### config.mk
export PLATFORM = sky130hd
export DESIGN_NAME = call_return_stack_flat
export DESIGN_NICKNAME = d
export VERILOG_FILES = /design/src/rtl/call_return_stack_pkg.sv /design/src/rtl/call_return_stack_if.sv /design/src/rtl/call_return_stack_crs_mem.sv /design/src/rtl/call_return_stack.sv /design/src/flat_wrapper.sv
export SDC_FILE = /design/constraint.sdc
export NUM_CORES = 1
export LEC_CHECK = 0
export CORE_ASPECT_RATIO = 1.2
export CORE_UTILIZATION = 25
export DETAILED_ROUTE_END_ITERATION = 10
export PLACE_DENSITY = 0.4
export SKIP_CTS_REPAIR_TIMING = 1
export SLEW_MARGIN = 5
export SYNTH_ARGS = -nofsm -noshare
export SYNTH_HDL_FRONTEND = slang
export SYNTH_HIERARCHICAL = 1
export SYNTH_SLANG_ARGS = --single-unit
### constraint.sdc
create_clock -name clk -period 18.8 [get_ports clk]
set_input_delay 2.82 -clock clk [delete_from_list [all_inputs] [get_ports clk]]
set_output_delay 2.82 -clock clk [all_outputs]
set_load 0.005 [all_outputs]
### src/rtl/call_return_stack_pkg.sv
// rtl/call_return_stack_pkg.sv - shared constants, checkpoint struct and helpers for the return stack
package call_return_stack_pkg;

  localparam int CRS_DEPTH    = 16;
  localparam int CRS_PTR_W    = 4;
  localparam int CRS_IP_WIDTH = 48;

  // Snapshot stored alongside each in-flight branch so a mispredict can repair the stack.
  typedef struct packed {
    logic [CRS_PTR_W-1:0]    ptr;
    logic [CRS_PTR_W:0]      cnt;
    logic [CRS_IP_WIDTH-1:0] top;
  } crs_ckpt_t;

  function automatic logic [15:0] satInc16(input logic [15:0] value);
    return (value == 16'hFFFF) ? value : value + 16'd1;
  endfunction

endpackage

### src/rtl/call_return_stack_if.sv
// rtl/call_return_stack_if.sv - decoder/recovery bus between the front end and the return stack
interface call_return_stack_if
  import call_return_stack_pkg::*;
#(
  parameter int PTR_W    = CRS_PTR_W,
  parameter int IP_WIDTH = CRS_IP_WIDTH
);

  logic                stall;
  logic                push;
  logic                pop;
  logic [IP_WIDTH-1:0] push_addr;
  logic [IP_WIDTH-1:0] ret_target;
  logic                ret_valid;
  logic                restore_en;
  logic [PTR_W-1:0]    restore_ptr;
  logic [PTR_W:0]      restore_cnt;
  logic [IP_WIDTH-1:0] restore_top;
  logic [PTR_W-1:0]    ckpt_ptr;
  logic [PTR_W:0]      ckpt_cnt;
  logic [IP_WIDTH-1:0] ckpt_top;
  logic [15:0]         overflow_cnt;
  logic [15:0]         underflow_cnt;

  modport master (
    output stall, push, pop, push_addr,
    output restore_en, restore_ptr, restore_cnt, restore_top,
    input  ret_target, ret_valid, ckpt_ptr, ckpt_cnt, ckpt_top,
    input  overflow_cnt, underflow_cnt
  );

  modport slave (
    input  stall, push, pop, push_addr,
    input  restore_en, restore_ptr, restore_cnt, restore_top,
    output ret_target, ret_valid, ckpt_ptr, ckpt_cnt, ckpt_top,
    output overflow_cnt, underflow_cnt
  );

endinterface

### src/rtl/call_return_stack_crs_mem.sv
// rtl/call_return_stack_crs_mem.sv - return-address register file, one async read and one write port
module crs_mem #(
  parameter int DEPTH    = 16,
  parameter int PTR_W    = 4,
  parameter int IP_WIDTH = 48
) (
  input  logic                clk,
  input  logic                rst,
  input  logic                wrEn,
  input  logic [PTR_W-1:0]    wrAddr,
  input  logic [IP_WIDTH-1:0] wrData,
  input  logic [PTR_W-1:0]    rdAddr,
  output logic [IP_WIDTH-1:0] rdData
);

  logic [IP_WIDTH-1:0] mem [DEPTH];

  always_ff @(posedge clk) begin
    if (!rst) begin
      for (int i = 0; i < DEPTH; i++) begin
        mem[i] <= '0;
      end
    end else if (wrEn) begin
      mem[wrAddr] <= wrData;
    end
  end

  assign rdData = mem[rdAddr];

endmodule

### src/rtl/call_return_stack.sv
// rtl/call_return_stack.sv - circular return-address stack with checkpoint export and mispredict restore
module call_return_stack
  import call_return_stack_pkg::*;
#(
  parameter int DEPTH    = CRS_DEPTH,
  parameter int PTR_W    = CRS_PTR_W,
  parameter int IP_WIDTH = CRS_IP_WIDTH
) (
  input  logic                 clk,
  input  logic                 rst,
  call_return_stack_if.slave   bus
);

  localparam logic [PTR_W:0]   DepthCnt = (PTR_W+1)'(DEPTH);
  localparam logic [PTR_W-1:0] PtrOne   = PTR_W'(1);
  localparam logic [PTR_W:0]   CntOne   = (PTR_W+1)'(1);

  logic [PTR_W-1:0]    ptr, nextPtr;
  logic [PTR_W:0]      cnt, nextCnt;
  logic [15:0]         overflowCnt, underflowCnt;
  logic                incOverflow, incUnderflow;
  logic                wrEn;
  logic [PTR_W-1:0]    wrAddr;
  logic [IP_WIDTH-1:0] wrData;
  logic [IP_WIDTH-1:0] topEntry;

  crs_mem #(.DEPTH(DEPTH), .PTR_W(PTR_W), .IP_WIDTH(IP_WIDTH)) uMem (
    .clk    (clk),
    .rst    (rst),
    .wrEn   (wrEn),
    .wrAddr (wrAddr),
    .wrData (wrData),
    .rdAddr (ptr),
    .rdData (topEntry)
  );

  always_comb begin
    nextPtr      = ptr;
    nextCnt      = cnt;
    wrEn         = 1'b0;
    wrAddr       = ptr;
    wrData       = bus.push_addr;
    incOverflow  = 1'b0;
    incUnderflow = 1'b0;
    if (bus.restore_en) begin
      // An out-of-range checkpointed count is clamped rather than trusted.
      nextPtr = bus.restore_ptr;
      nextCnt = (bus.restore_cnt > DepthCnt) ? DepthCnt : bus.restore_cnt;
      wrEn    = 1'b1;
      wrAddr  = bus.restore_ptr;
      wrData  = bus.restore_top;
    end else if (!bus.stall) begin
      unique case ({bus.push, bus.pop})
        2'b10: begin
          nextPtr = ptr + PtrOne;
          wrEn    = 1'b1;
          wrAddr  = ptr + PtrOne;
          if (cnt == DepthCnt) incOverflow = 1'b1;
          else                 nextCnt     = cnt + CntOne;
        end
        2'b01: begin
          if (cnt != '0) begin
            nextPtr = ptr - PtrOne;
            nextCnt = cnt - CntOne;
          end else begin
            incUnderflow = 1'b1;
          end
        end
        // Simultaneous call and return replaces the top in place.
        2'b11: begin
          wrEn   = 1'b1;
          wrAddr = ptr;
        end
        default: ;
      endcase
    end
  end

  always_ff @(posedge clk) begin
    if (!rst) begin
      ptr          <= '0;
      cnt          <= '0;
      overflowCnt  <= '0;
      underflowCnt <= '0;
    end else begin
      ptr <= nextPtr;
      cnt <= nextCnt;
      if (incOverflow)  overflowCnt  <= satInc16(overflowCnt);
      if (incUnderflow) underflowCnt <= satInc16(underflowCnt);
    end
  end

  assign bus.ret_target    = topEntry;
  assign bus.ret_valid     = (cnt != '0);
  assign bus.ckpt_ptr      = ptr;
  assign bus.ckpt_cnt      = cnt;
  assign bus.ckpt_top      = topEntry;
  assign bus.overflow_cnt  = overflowCnt;
  assign bus.underflow_cnt = underflowCnt;

endmodule
### src/flat_wrapper.sv
// flat-port wrapper written by rule: the top's interface ports become plain ports
module call_return_stack_flat import call_return_stack_pkg::*;
#(
  parameter int DEPTH    = CRS_DEPTH,
  parameter int PTR_W    = CRS_PTR_W,
  parameter int IP_WIDTH = CRS_IP_WIDTH
)
  (clk, rst, bus_stall, bus_push, bus_pop, bus_push_addr, bus_restore_en, bus_restore_ptr, bus_restore_cnt, bus_restore_top, bus_ret_target, bus_ret_valid, bus_ckpt_ptr, bus_ckpt_cnt, bus_ckpt_top, bus_overflow_cnt, bus_underflow_cnt);
  call_return_stack_if #(.PTR_W(PTR_W), .IP_WIDTH(IP_WIDTH)) bus_i ();
  input  logic clk;
  input  logic rst;
  input wire logic [$bits(bus_i.stall)-1:0] bus_stall;
  input wire logic [$bits(bus_i.push)-1:0] bus_push;
  input wire logic [$bits(bus_i.pop)-1:0] bus_pop;
  input wire logic [$bits(bus_i.push_addr)-1:0] bus_push_addr;
  input wire logic [$bits(bus_i.restore_en)-1:0] bus_restore_en;
  input wire logic [$bits(bus_i.restore_ptr)-1:0] bus_restore_ptr;
  input wire logic [$bits(bus_i.restore_cnt)-1:0] bus_restore_cnt;
  input wire logic [$bits(bus_i.restore_top)-1:0] bus_restore_top;
  output wire logic [$bits(bus_i.ret_target)-1:0] bus_ret_target;
  output wire logic [$bits(bus_i.ret_valid)-1:0] bus_ret_valid;
  output wire logic [$bits(bus_i.ckpt_ptr)-1:0] bus_ckpt_ptr;
  output wire logic [$bits(bus_i.ckpt_cnt)-1:0] bus_ckpt_cnt;
  output wire logic [$bits(bus_i.ckpt_top)-1:0] bus_ckpt_top;
  output wire logic [$bits(bus_i.overflow_cnt)-1:0] bus_overflow_cnt;
  output wire logic [$bits(bus_i.underflow_cnt)-1:0] bus_underflow_cnt;
  assign bus_i.stall = bus_stall;
  assign bus_i.push = bus_push;
  assign bus_i.pop = bus_pop;
  assign bus_i.push_addr = bus_push_addr;
  assign bus_i.restore_en = bus_restore_en;
  assign bus_i.restore_ptr = bus_restore_ptr;
  assign bus_i.restore_cnt = bus_restore_cnt;
  assign bus_i.restore_top = bus_restore_top;
  assign bus_ret_target = bus_i.ret_target;
  assign bus_ret_valid = bus_i.ret_valid;
  assign bus_ckpt_ptr = bus_i.ckpt_ptr;
  assign bus_ckpt_cnt = bus_i.ckpt_cnt;
  assign bus_ckpt_top = bus_i.ckpt_top;
  assign bus_overflow_cnt = bus_i.overflow_cnt;
  assign bus_underflow_cnt = bus_i.underflow_cnt;
  call_return_stack #(.DEPTH(DEPTH), .PTR_W(PTR_W), .IP_WIDTH(IP_WIDTH)) u_core (.clk(clk), .rst(rst), .bus(bus_i));
endmodule
Word level (Yosys, flattened, before mapping):

Memories as Yosys holds them, arrays and structs flattened. A register that Yosys moved wholly into a read port is not among the register bits.
Cells that the tools add are included.

* register bits after elaboration: 41
* RAM bits: 768
* input bits: 111
* output and inout port bits: 138
* logic and storage cells: 65
* memories kept: 1

* add/sub/neg operators: 6
* $lt $le $gt $ge: 1
* equality and inequality tests: 9
* multiplexer cells: 34
* bitwise operators: 2
* reduce and logical (&&, ||, !) cells: 8

Memory list
* u_core.uMem.mem: depth 16, bits a word 48, rd ports 1, clocked after memory_dff 1, wr ports 16, line call_return_stack_crs_mem.sv:16 `logic [IP_WIDTH-1:0] mem [DEPTH];`

Operators by type and width (number)
* $mux W48: 2
* $reduce_or A48 Y1: 1
* $mux W4: 9
* $add A16 B1 Y16 const B: 2
* $eq A16 B16 Y1 const B: 2
* $mux W5: 5
* $mux W1: 16
* $pmux W5 S2: 1
* $pmux W4 S2: 1
* $ne A3 B3 Y1 const B: 2
* $add A5 B1 Y5 const B: 1
* $eq A5 B5 Y1 const B: 1
* $gt A5 B5 Y1 const B: 1
* $reduce_bool A5 Y1: 1
* $sub A5 B1 Y5 const B: 1
* $add A4 B1 Y4 const B: 1
* $eq A2 B2 Y1 const B: 2
* $reduce_and A2 Y1: 2
* $reduce_and A4 Y1: 1
* $sub A4 B1 Y4 const B: 1
* $reduce_and A3 Y1: 1
* $reduce_bool A3 Y1: 1
* $eq A2 B1 Y1 const B: 1
* $ne A2 B1 Y1 const B: 1
* 2 further kinds: 3

Depth between registers and ports, before layout:

Gate-level depths: netlist of the first run.

* depth in word-level cells: 10
* gate-level depth with buffers: 10
* mapped depth without buffers: 8

Hierarchy:

Netlist of the first run, hierarchy kept.

By module, submodules not included
* crs_mem: instances 1, cells each 2108, area each 34177.8 µm², sequential area each 23062.1 µm²
* call_return_stack: instances 1, cells each 389, area each 3329.4 µm², sequential area each 820.8 µm²

Worst setup path after synthesis of the first run:

OpenSTA, ideal clock, no wires.

* kind: input -> register
* from: input bus_stall
* to: memory u_core.uMem.mem[3][0] (enable)
* setup time: 521 ps
* arrival: 7800 ps
* data required time: 18279 ps
* setup slack: 10479 ps
* stages: 6
* path buffers: 1
* path through: clkbuf_1 -> nor3b_2 -> mux2i_1 -> a21boi_0 -> nand2_1 -> o21ai_0

RTL lines
* from (decl): line flat_wrapper.sv:12 `input wire logic [$bits(bus_i.stall)-1:0] bus_stall;`
* to (decl): line call_return_stack_crs_mem.sv:16

==> results of run 1 <==
Yosys cell counts (all sizes together), types with 4 or more instances:
| master | count |
|---|---|
| buf | 106 |
| xor2 | 4 |
| nand4b | 4 |
| nand4 | 8 |
| xnor2 | 20 |
| nand2 | 72 |
| inv | 11 |
| a21boi | 4 |
| mux4 | 192 |
| and3 | 6 |
| nor4 | 9 |
| and2 | 770 |
| a22oi | 96 |
| nand2b | 17 |
| mux2 | 48 |
| nor3 | 13 |
| clkbuf | 151 |
| edfxtp | 768 |
| o21ai | 17 |
| mux2i | 9 |
| nor2 | 42 |
| o211a | 5 |
| a211oi | 7 |
| nor2b | 5 |
| dfxtp | 41 |
| a21oi | 14 |
| nand3 | 17 |
| ha | 5 |
layout by cell type, fill, tap and decap left out, types with 29 or more instances in the layout:
master	n
sky130_fd_sc_hd__a22oi_1	96
sky130_fd_sc_hd__and2_1	769
sky130_fd_sc_hd__buf_4	40
sky130_fd_sc_hd__clkbuf_16	90
sky130_fd_sc_hd__clkdlybuf4s50_1	246
sky130_fd_sc_hd__dfxtp_1	39
sky130_fd_sc_hd__edfxtp_1	768
sky130_fd_sc_hd__mux2_2	48
sky130_fd_sc_hd__mux4_2	192
sky130_fd_sc_hd__nand2_1	72
sky130_fd_sc_hd__nor2_1	29
cell type report:
| type | instances | area share [%] |
|---|---|---|
| sequential | 809 | 53.5 |
| tap | 1962 | 5.49 |
| clock inverter | 52 | 1.20 |
| inverter | 11 | 0.0924 |
| antenna | 1 | 0.00560 |
| clock buffer | 109 | 5.20 |
| timing repair buffer | 289 | 6.28 |
| multi-input combinational | 1420 | 28.3 |
worst min-delay path by stage:
stage	start	endpoint	slack [ns]	cells past startpoint
global placement	u_core/bus.overflow_cnt[9]	u_core/bus.overflow_cnt[9]	0.48	2
global route	u_core/bus.underflow_cnt[1]	u_core/bus.underflow_cnt[1]	0.52	2
floorplan	u_core/bus.underflow_cnt[6]	u_core/bus.underflow_cnt[6]	0.47	2
detailed placement	u_core/bus.overflow_cnt[13]	u_core/bus.overflow_cnt[13]	0.49	2
finish	u_core/bus.overflow_cnt[9]	u_core/bus.overflow_cnt[9]	0.50	2
CTS	u_core/bus.overflow_cnt[13]	u_core/bus.overflow_cnt[13]	0.50	2
power by group through the flow:
stage | sequential, mW | combinational [mW] | clock [mW]
global placement | 2.12 | 0.493 | 0
CTS | 2.09 | 0.497 | 1.81
finish | 2.09 | 0.478 | 1.75
global route | 2.09 | 0.518 | 1.87
detailed placement | 2.13 | 0.496 | 0
floorplan | 2.12 | 0.282 | 0
critical path: stages (launching register included):
cell and delay [ns]:
sky130_fd_sc_hd__dfxtp_4 0.61, sky130_fd_sc_hd__buf_12 0.68, sky130_fd_sc_hd__buf_4 0.90, sky130_fd_sc_hd__mux4_2 0.61
sky130_fd_sc_hd__a22oi_1 0.41, sky130_fd_sc_hd__nand2_1 0.18, sky130_fd_sc_hd__clkdlybuf4s50_1 0.49
state kept, by name, summed over array words and instances, names as in the netlist:
signal and count:
u_core/bus.ckpt_ptr 4, u_core/bus.overflow_cnt 16, u_core/bus.ckpt_cnt 5, u_core/bus.underflow_cnt 16, u_core/uMem/mem 768
layer usage:
metal / GRT usage (%) / part of all wire (%) / routed length [um] / vias up
met5: 0 / 0 / 0 / -
met4: 3.89 / 1.8 / 2010 / 0
met3: 1.63 / 3.3 / 3660 / 111
met2: 28.0 / 55 / 60700 / 435
met1: 16.6 / 39 / 43300 / 11000
li1: - / - / - / 9422
per-stage QoR:
| step | std cells | utilization [%] | hold WS, ns | instance area, um2 | setup slack [ns] |
|---|---|---|---|---|---|
| final | 4653 | 30.0 | 0.500 | 44700 | 11.12 |
| after global routing | 4652 | 30.0 | 0.524 | 44700 | 10.75 |
| after CTS | 4652 | 30.0 | 0.503 | 44700 | 10.92 |
| after detailed placement | 4491 | 28.1 | 0.493 | 41800 | 11.11 |
| after global placement | 4491 | 28.1 | 0.483 | 41800 | 11.11 |
| after floorplan | 2497 | - | 0.471 | 37500 | 10.48 |
logic make-up after synthesis:
logic type	count (synthesis)
DFF	809
muxes	249
xor gates and xnor gates	24
buffers and inverters	268
and+or+nand+nor	979
adders and majority gates	5
AOI/OAI and AO/OA	163
==> metrics.json, run 1 <==
{
  "power.share.sequential": {"value": 48.4, "unit": "%"},
  "p_int": {"value": 3.29, "unit": "mW"},
  "arrival": {"value": 4.86, "unit": "ns"},
  "remaining_drc_errors": {"value": 52},
  "synth.area.top_cells": {"value": "sky130_fd_sc_hd__edfxtp_1 (61%), sky130_fd_sc_hd__and2_1 (13%), sky130_fd_sc_hd__mux4_2 (12%), sky130_fd_sc_hd__dfxtp_1 (2.2%), sky130_fd_sc_hd__a22oi_1 (1.9%)"},
  "detail_route.iter0.violations": {"value": 1214},
  "drt.antenna.violating_nets": {"value": 0},
  "syn2layout_area_growth": {"value": 19.1, "unit": "%"},
  "holdCritPathClass": {"value": "reg2reg"},
  "timing.final.crit_share": {"value": 40.8, "unit": "%"},
  "grt_antenna_before_repair": {"value": 3},
  "clockBufferDepth": {"value": 3},
  "h-tree-depth": {"value": 3},
  "ys.flop_type": {"value": "sky130_fd_sc_hd__edfxtp_1"},
  "synth_top_family_by_area": {"value": "simple AND/OR/NAND/NOR gates"},
  "rsz0062_at_grt": {"value": "false"},
  "synthesized_instance_count": {"value": 2497},
  "synth-compound-area-share": {"value": 3.19, "unit": "%"},
  "crit_end": {"value": "bus_ckpt_top[28]"},
  "yosys-mux-area-fraction": {"value": 13.2, "unit": "%"},
  "clkLatencyLatePin": {"value": 0.68, "unit": "ns"},
  "routed_wl": {"value": 110000, "unit": "um"},
  "yosys.area_share.xor_xnor": {"value": 0.560, "unit": "%"},
  "timing.max_cap.violations": {"value": 0},
  "cts_root_buf": {"value": "sky130_fd_sc_hd__clkbuf_16"},
  "clkSinkCount": {"value": 809},
  "timing.reg2reg.worst_path_depth": {"value": 8},
  "rows": {"value": 155},
  "drv_slew": {"value": 0},
  "globalRoute.totalOverflow": {"value": 0},
  "die_w": {"value": 356, "unit": "um"},
  "via_density_per_instance": {"value": 4.50},
  "worst_r2r_startpoint": {"value": "u_core/bus.ckpt_ptr[1]"},
  "element_type_at_the_critical_path_end": {"value": "output port"},
  "finish.net_count": {"value": 2736},
  "top_level_ports": {"value": 249},
  "clock_skew": {"value": 0.0127, "unit": "ns"},
  "syn_nets": {"value": 2613},
  "net-switching-power": {"value": 1.02, "unit": "mW"},
  "fp.dieH": {"value": 426, "unit": "um"},
  "yosysTopAreaCellShare": {"value": 61.5, "unit": "%"},
  "cts_tree": {"value": "built"},
  "sequential_cell_area": {"value": 23900, "unit": "um2"},
  "cellLeakagePower": {"value": 15.4, "unit": "nW"},
  "worstSetupStartpointType": {"value": "register"},
  "dr_total_vias": {"value": 20900},
  "power_frac_comb": {"value": 11.1, "unit": "%"},
  "drt-wirelength-per-cell": {"value": 23.6, "unit": "um"},
  "ys_warnings": {"value": 6},
  "finalSetupTns": {"value": 0, "unit": "ns"},
  "dp.final_hpwl": {"value": 60200, "unit": "um"},
  "outcome": {"value": "finished with violations"},
  "first_pass_grt_wire_length": {"value": 158000, "unit": "um"},
  "ys_types": {"value": 61},
  "dieArea": {"value": 152000, "unit": "um2"},
  "synth_fa_ha_area_share": {"value": 0.167, "unit": "%"},
  "drt_pre_antenna_iters": {"value": 9},
  "swShare": {"value": 23.7, "unit": "%"},
  "maxSlewHeadroom": {"value": 26.4, "unit": "%"},
  "multi_input_comb_area": {"value": 12600, "unit": "um2"},
  "postSynthRegisterBits": {"value": 809},
  "gp_routability_congestion": {"value": 0.722},
  "power.total": {"value": 4.31, "unit": "mW"},
  "slew_at_the_pin_closest_to_its_max_slew_limit": {"value": 1.10, "unit": "ns"},
  "core-area": {"value": 149000, "unit": "um2"},
  "grt_start_max_net_pins": {"value": 144},
  "synth.yosys.seq_area_share": {"value": 63.7, "unit": "%"},
  "violated_checks": {"value": "DRC"},
  "regToRegSetupSlack": {"value": 14.10, "unit": "ns"},
  "fmax": {"value": 130, "unit": "MHz"},
  "postSynthAreaPerCell": {"value": 15.0, "unit": "um2"},
  "largest_area_contributor_in_the_netlist": {"value": "sky130_fd_sc_hd__edfxtp_1"},
  "vdd_drop_max": {"value": 0.0645, "unit": "mV"},
  "postSynth.asyncResetShare": {"value": 0, "unit": "%"},
  "first_global_vias": {"value": 22400},
  "fraction_of_final_layout_cells_sized_beyond_drive_strength_1": {"value": 16.9, "unit": "%"},
  "synthesis.area": {"value": 37500, "unit": "um2"},
  "grt_util_all_layers": {"value": 14.5, "unit": "%"},
  "buffer_ports.inserted": {"value": 248},
  "initial_core_util": {"value": 25.2, "unit": "%"},
  "report.final.setup_viol": {"value": 0},
  "power_density": {"value": 96.5, "unit": "nW/um2"},
  "critical_path.reg2reg.endpoint": {"value": "u_core/uMem/mem[4][28]"},
  "worst_setup_hold_path_clk_slew": {"value": 0.06, "unit": "ns"},
  "area_share_of_and_or_nand_nor_cells_after_synthesis": {"value": 15.7, "unit": "%"},
  "cts_buf_count": {"value": 89},
  "clkPwrFrac": {"value": 40.5, "unit": "%"},
  "synth-edff-count": {"value": 768},
  "period_minus_slack": {"value": 7.68, "unit": "ns"},
  "hold_viol": {"value": 0},
  "startpoint": {"value": "u_core/bus.ckpt_ptr[0]"},
  "setup.worst_path.class": {"value": "reg2out"},
  "critPathMaxFanout": {"value": 99},
  "worst-endpoint-required": {"value": 15.98, "unit": "ns"},
  "num-fill-cells": {"value": 14600}
}
Power figures use the tool's default switching activity.
==> run 2: changes to the inputs <==
PLACE_DENSITY = 0.42   (was 0.4)
clock period = 6.72 ns   (was 18.8 ns; I/O delays follow)
==> metrics.json, run 2 (synthesized netlist as in run 1, its figures left out) <==
{
  "globalRoute.totalOverflow": {"value": 0},
  "drt-wirelength-per-cell": {"value": 23.3, "unit": "um"},
  "via_density_per_instance": {"value": 4.53},
  "power_density": {"value": 266, "unit": "nW/um2"},
  "mostFrequentLayoutCell": {"value": "sky130_fd_sc_hd__and2_1"},
  "clkPwrFrac": {"value": 39.8, "unit": "%"},
  "die_w": {"value": 356, "unit": "um"},
  "power.share.sequential": {"value": 48.9, "unit": "%"},
  "regToRegSetupSlack": {"value": 2.63, "unit": "ns"},
  "top_level_ports": {"value": 249},
  "min_path_cells": {"value": 2},
  "post-route-worst-setup-slack": {"value": 1.81, "unit": "ns"},
  "num-fill-cells": {"value": 14600},
  "hold_start": {"value": "u_core/bus.underflow_cnt[6]"},
  "h-tree-depth": {"value": 3},
  "clock_skew": {"value": 0.0247, "unit": "ns"},
  "gp_routability_congestion": {"value": 0.754},
  "cts_root_buf": {"value": "sky130_fd_sc_hd__clkbuf_16"},
  "timing.max_cap.violations": {"value": 0},
  "timing.final.crit_share": {"value": 73.1, "unit": "%"},
  "hold-worst-slack": {"value": 0.494, "unit": "ns"},
  "core-area": {"value": 149000, "unit": "um2"},
  "period_minus_slack": {"value": 4.91, "unit": "ns"},
  "worst-endpoint-required": {"value": 5.71, "unit": "ns"},
  "drt_pre_antenna_iters": {"value": 8},
  "initial_core_util": {"value": 25.2, "unit": "%"},
  "finalSetupTns": {"value": 0, "unit": "ns"},
  "routed_wl": {"value": 109000, "unit": "um"},
  "critPathMaxFanout": {"value": 84},
  "holdCritPathClass": {"value": "reg2reg"},
  "p_int": {"value": 9.07, "unit": "mW"},
  "dr_total_vias": {"value": 21200},
  "detail_route.iter0.violations": {"value": 1560},
  "vdd_drop_max": {"value": 0.188, "unit": "mV"},
  "remaining_drc_errors": {"value": 68},
  "setup.worst_path.class": {"value": "reg2out"},
  "rsz0062_at_grt": {"value": "false"},
  "slew_at_the_pin_closest_to_its_max_slew_limit": {"value": 1.19, "unit": "ns"},
  "maxSlewHeadroom": {"value": 20.8, "unit": "%"},
  "timing.reg2reg.worst_path_depth": {"value": 6},
  "max_flop_register": {"value": "u_core/uMem/mem"},
  "report.final.setup_viol": {"value": 0},
  "final_core_util": {"value": 30.1, "unit": "%"},
  "crit_path_cell_trace": {"value": "buf_12 -> mux4_2 -> a22oi_1 -> nand2_1 -> clkdlybuf4s50_1"},
  "rows": {"value": 155},
  "dieArea": {"value": 152000, "unit": "um2"},
  "drv_slew": {"value": 0},
  "hold_viol": {"value": 0},
  "outcome": {"value": "finished with violations"},
  "drt.antenna.violating_nets": {"value": 0},
  "fmax": {"value": 203, "unit": "MHz"},
  "element_type_at_the_critical_path_end": {"value": "output port"},
  "finish.net_count": {"value": 2752},
  "cp_slowest_cell": {"value": "sky130_fd_sc_hd__dfxtp_4"},
  "power_frac_comb": {"value": 11.3, "unit": "%"},
  "most-common-layout-cells": {"value": "sky130_fd_sc_hd__and2_1 (769), sky130_fd_sc_hd__edfxtp_1 (768), sky130_fd_sc_hd__clkdlybuf4s50_1 (246)"},
  "arrival": {"value": 3.91, "unit": "ns"},
  "power.total": {"value": 11.9, "unit": "mW"},
  "cts_buf_count": {"value": 90},
  "net-switching-power": {"value": 2.87, "unit": "mW"},
  "grt_util_all_layers": {"value": 14.4, "unit": "%"},
  "grt_antenna_before_repair": {"value": 2},
  "worst_setup_hold_path_clk_slew": {"value": 0.06, "unit": "ns"},
  "clkLatencyLatePin": {"value": 0.68, "unit": "ns"},
  "first_global_vias": {"value": 22500},
  "fp.dieH": {"value": 426, "unit": "um"},
  "dp.final_hpwl": {"value": 63600, "unit": "um"},
  "largest_register_ff_count": {"value": 768},
  "worstSetupStartpointType": {"value": "register"},
  "worst_r2r_startpoint": {"value": "u_core/bus.ckpt_ptr[0]"},
  "grt_start_max_net_pins": {"value": 133},
  "cellLeakagePower": {"value": 15.4, "unit": "nW"},
  "crit_path_max_incr_delay": {"value": 0.86, "unit": "ns"},
  "syn2layout_area_growth": {"value": 19.5, "unit": "%"},
  "clockBufferDepth": {"value": 3},
  "cts_tree": {"value": "built"},
  "place_worst_setup_slack": {"value": 1.35, "unit": "ns"},
  "fraction_of_final_layout_cells_sized_beyond_drive_strength_1": {"value": 17.3, "unit": "%"},
  "hold_end": {"value": "u_core/bus.underflow_cnt[6]"},
  "critical_path.reg2reg.endpoint": {"value": "u_core/uMem/mem[10][10]"},
  "violated_checks": {"value": "DRC"},
  "first_pass_grt_wire_length": {"value": 157000, "unit": "um"},
  "clkSinkCount": {"value": 809},
  "swShare": {"value": 24.0, "unit": "%"},
  "buffer_ports.inserted": {"value": 248}
}
## run 2: cell count changes in the layout (fill, tap and decap cells not counted), sizes merged
cell    previous run  this run
buf               43        58
clkinv            36        45
bufinv            10         5
inv               15        12
## run 2: area by class of cell
class	instances	area [um2]	area share [%]
multi-input combinational	1420	12600	28.2
timing repair buffer	304	3000	6.68
clock buffer	109	2380	5.30
inverter	11	41.3	0.0921
tap	1962	2450	5.48
sequential	809	23900	53.3
clock inverter	53	427	0.952
antenna	1	2.50	0.00558
## run 2: how the worst max path moves through the flow
stage / endpoint / cells after the start / start
after floorplan: u_core/uMem/mem[3][0] / 6 / bus_stall
after global placement: u_core/uMem/mem[11][25] / 8 / bus_push
after detailed placement: u_core/uMem/mem[10][23] / 8 / bus_push
after CTS: bus_ret_target[27] / 5 / u_core/bus.ckpt_ptr[0]
after global routing: bus_ckpt_top[47] / 5 / u_core/bus.ckpt_ptr[0]
final: bus_ret_target[27] / 5 / u_core/bus.ckpt_ptr[0]
## run 2: critical path, delay by kind of cell, from the launching register on
| kind | cells | cell delay [ns] |
|---|---|---|
| compound gates | 1 | 0.38 |
| buf+inv | 2 | 1.13 |
| flops | 1 | 0.86 |
| mux | 1 | 0.59 |
| simple gates | 1 | 0.18 |
## run 2: power by group through the flow
stage,Combinational [mW],Clock (mW),Sequential [mW]
after global routing,1.46,5.09,5.86
final,1.35,4.75,5.83
after CTS,1.40,4.92,5.84
after global placement,1.38,0,5.93
after floorplan,0.788,0,5.92
after detailed placement,1.40,0,5.94
## run 2: routing by layer
metal,track usage (%),up-vias,wire (um),share of wire [%]
met3,1.99,126,4810,4.4
met5,0,-,0,0
met1,16.6,11000,42700,39
met2,26.9,566,58600,54
li1,-,9460,-,-
met4,4.58,0,2760,2.5
## run 2: stage by stage
step,instance area [um2],instances
6_report,44800,4669
5_1_grt,44800,4668
4_1_cts,44800,4668
3_5_place_dp,42000,4506
3_3_place_gp,42000,4506
2_1_floorplan,37500,2497
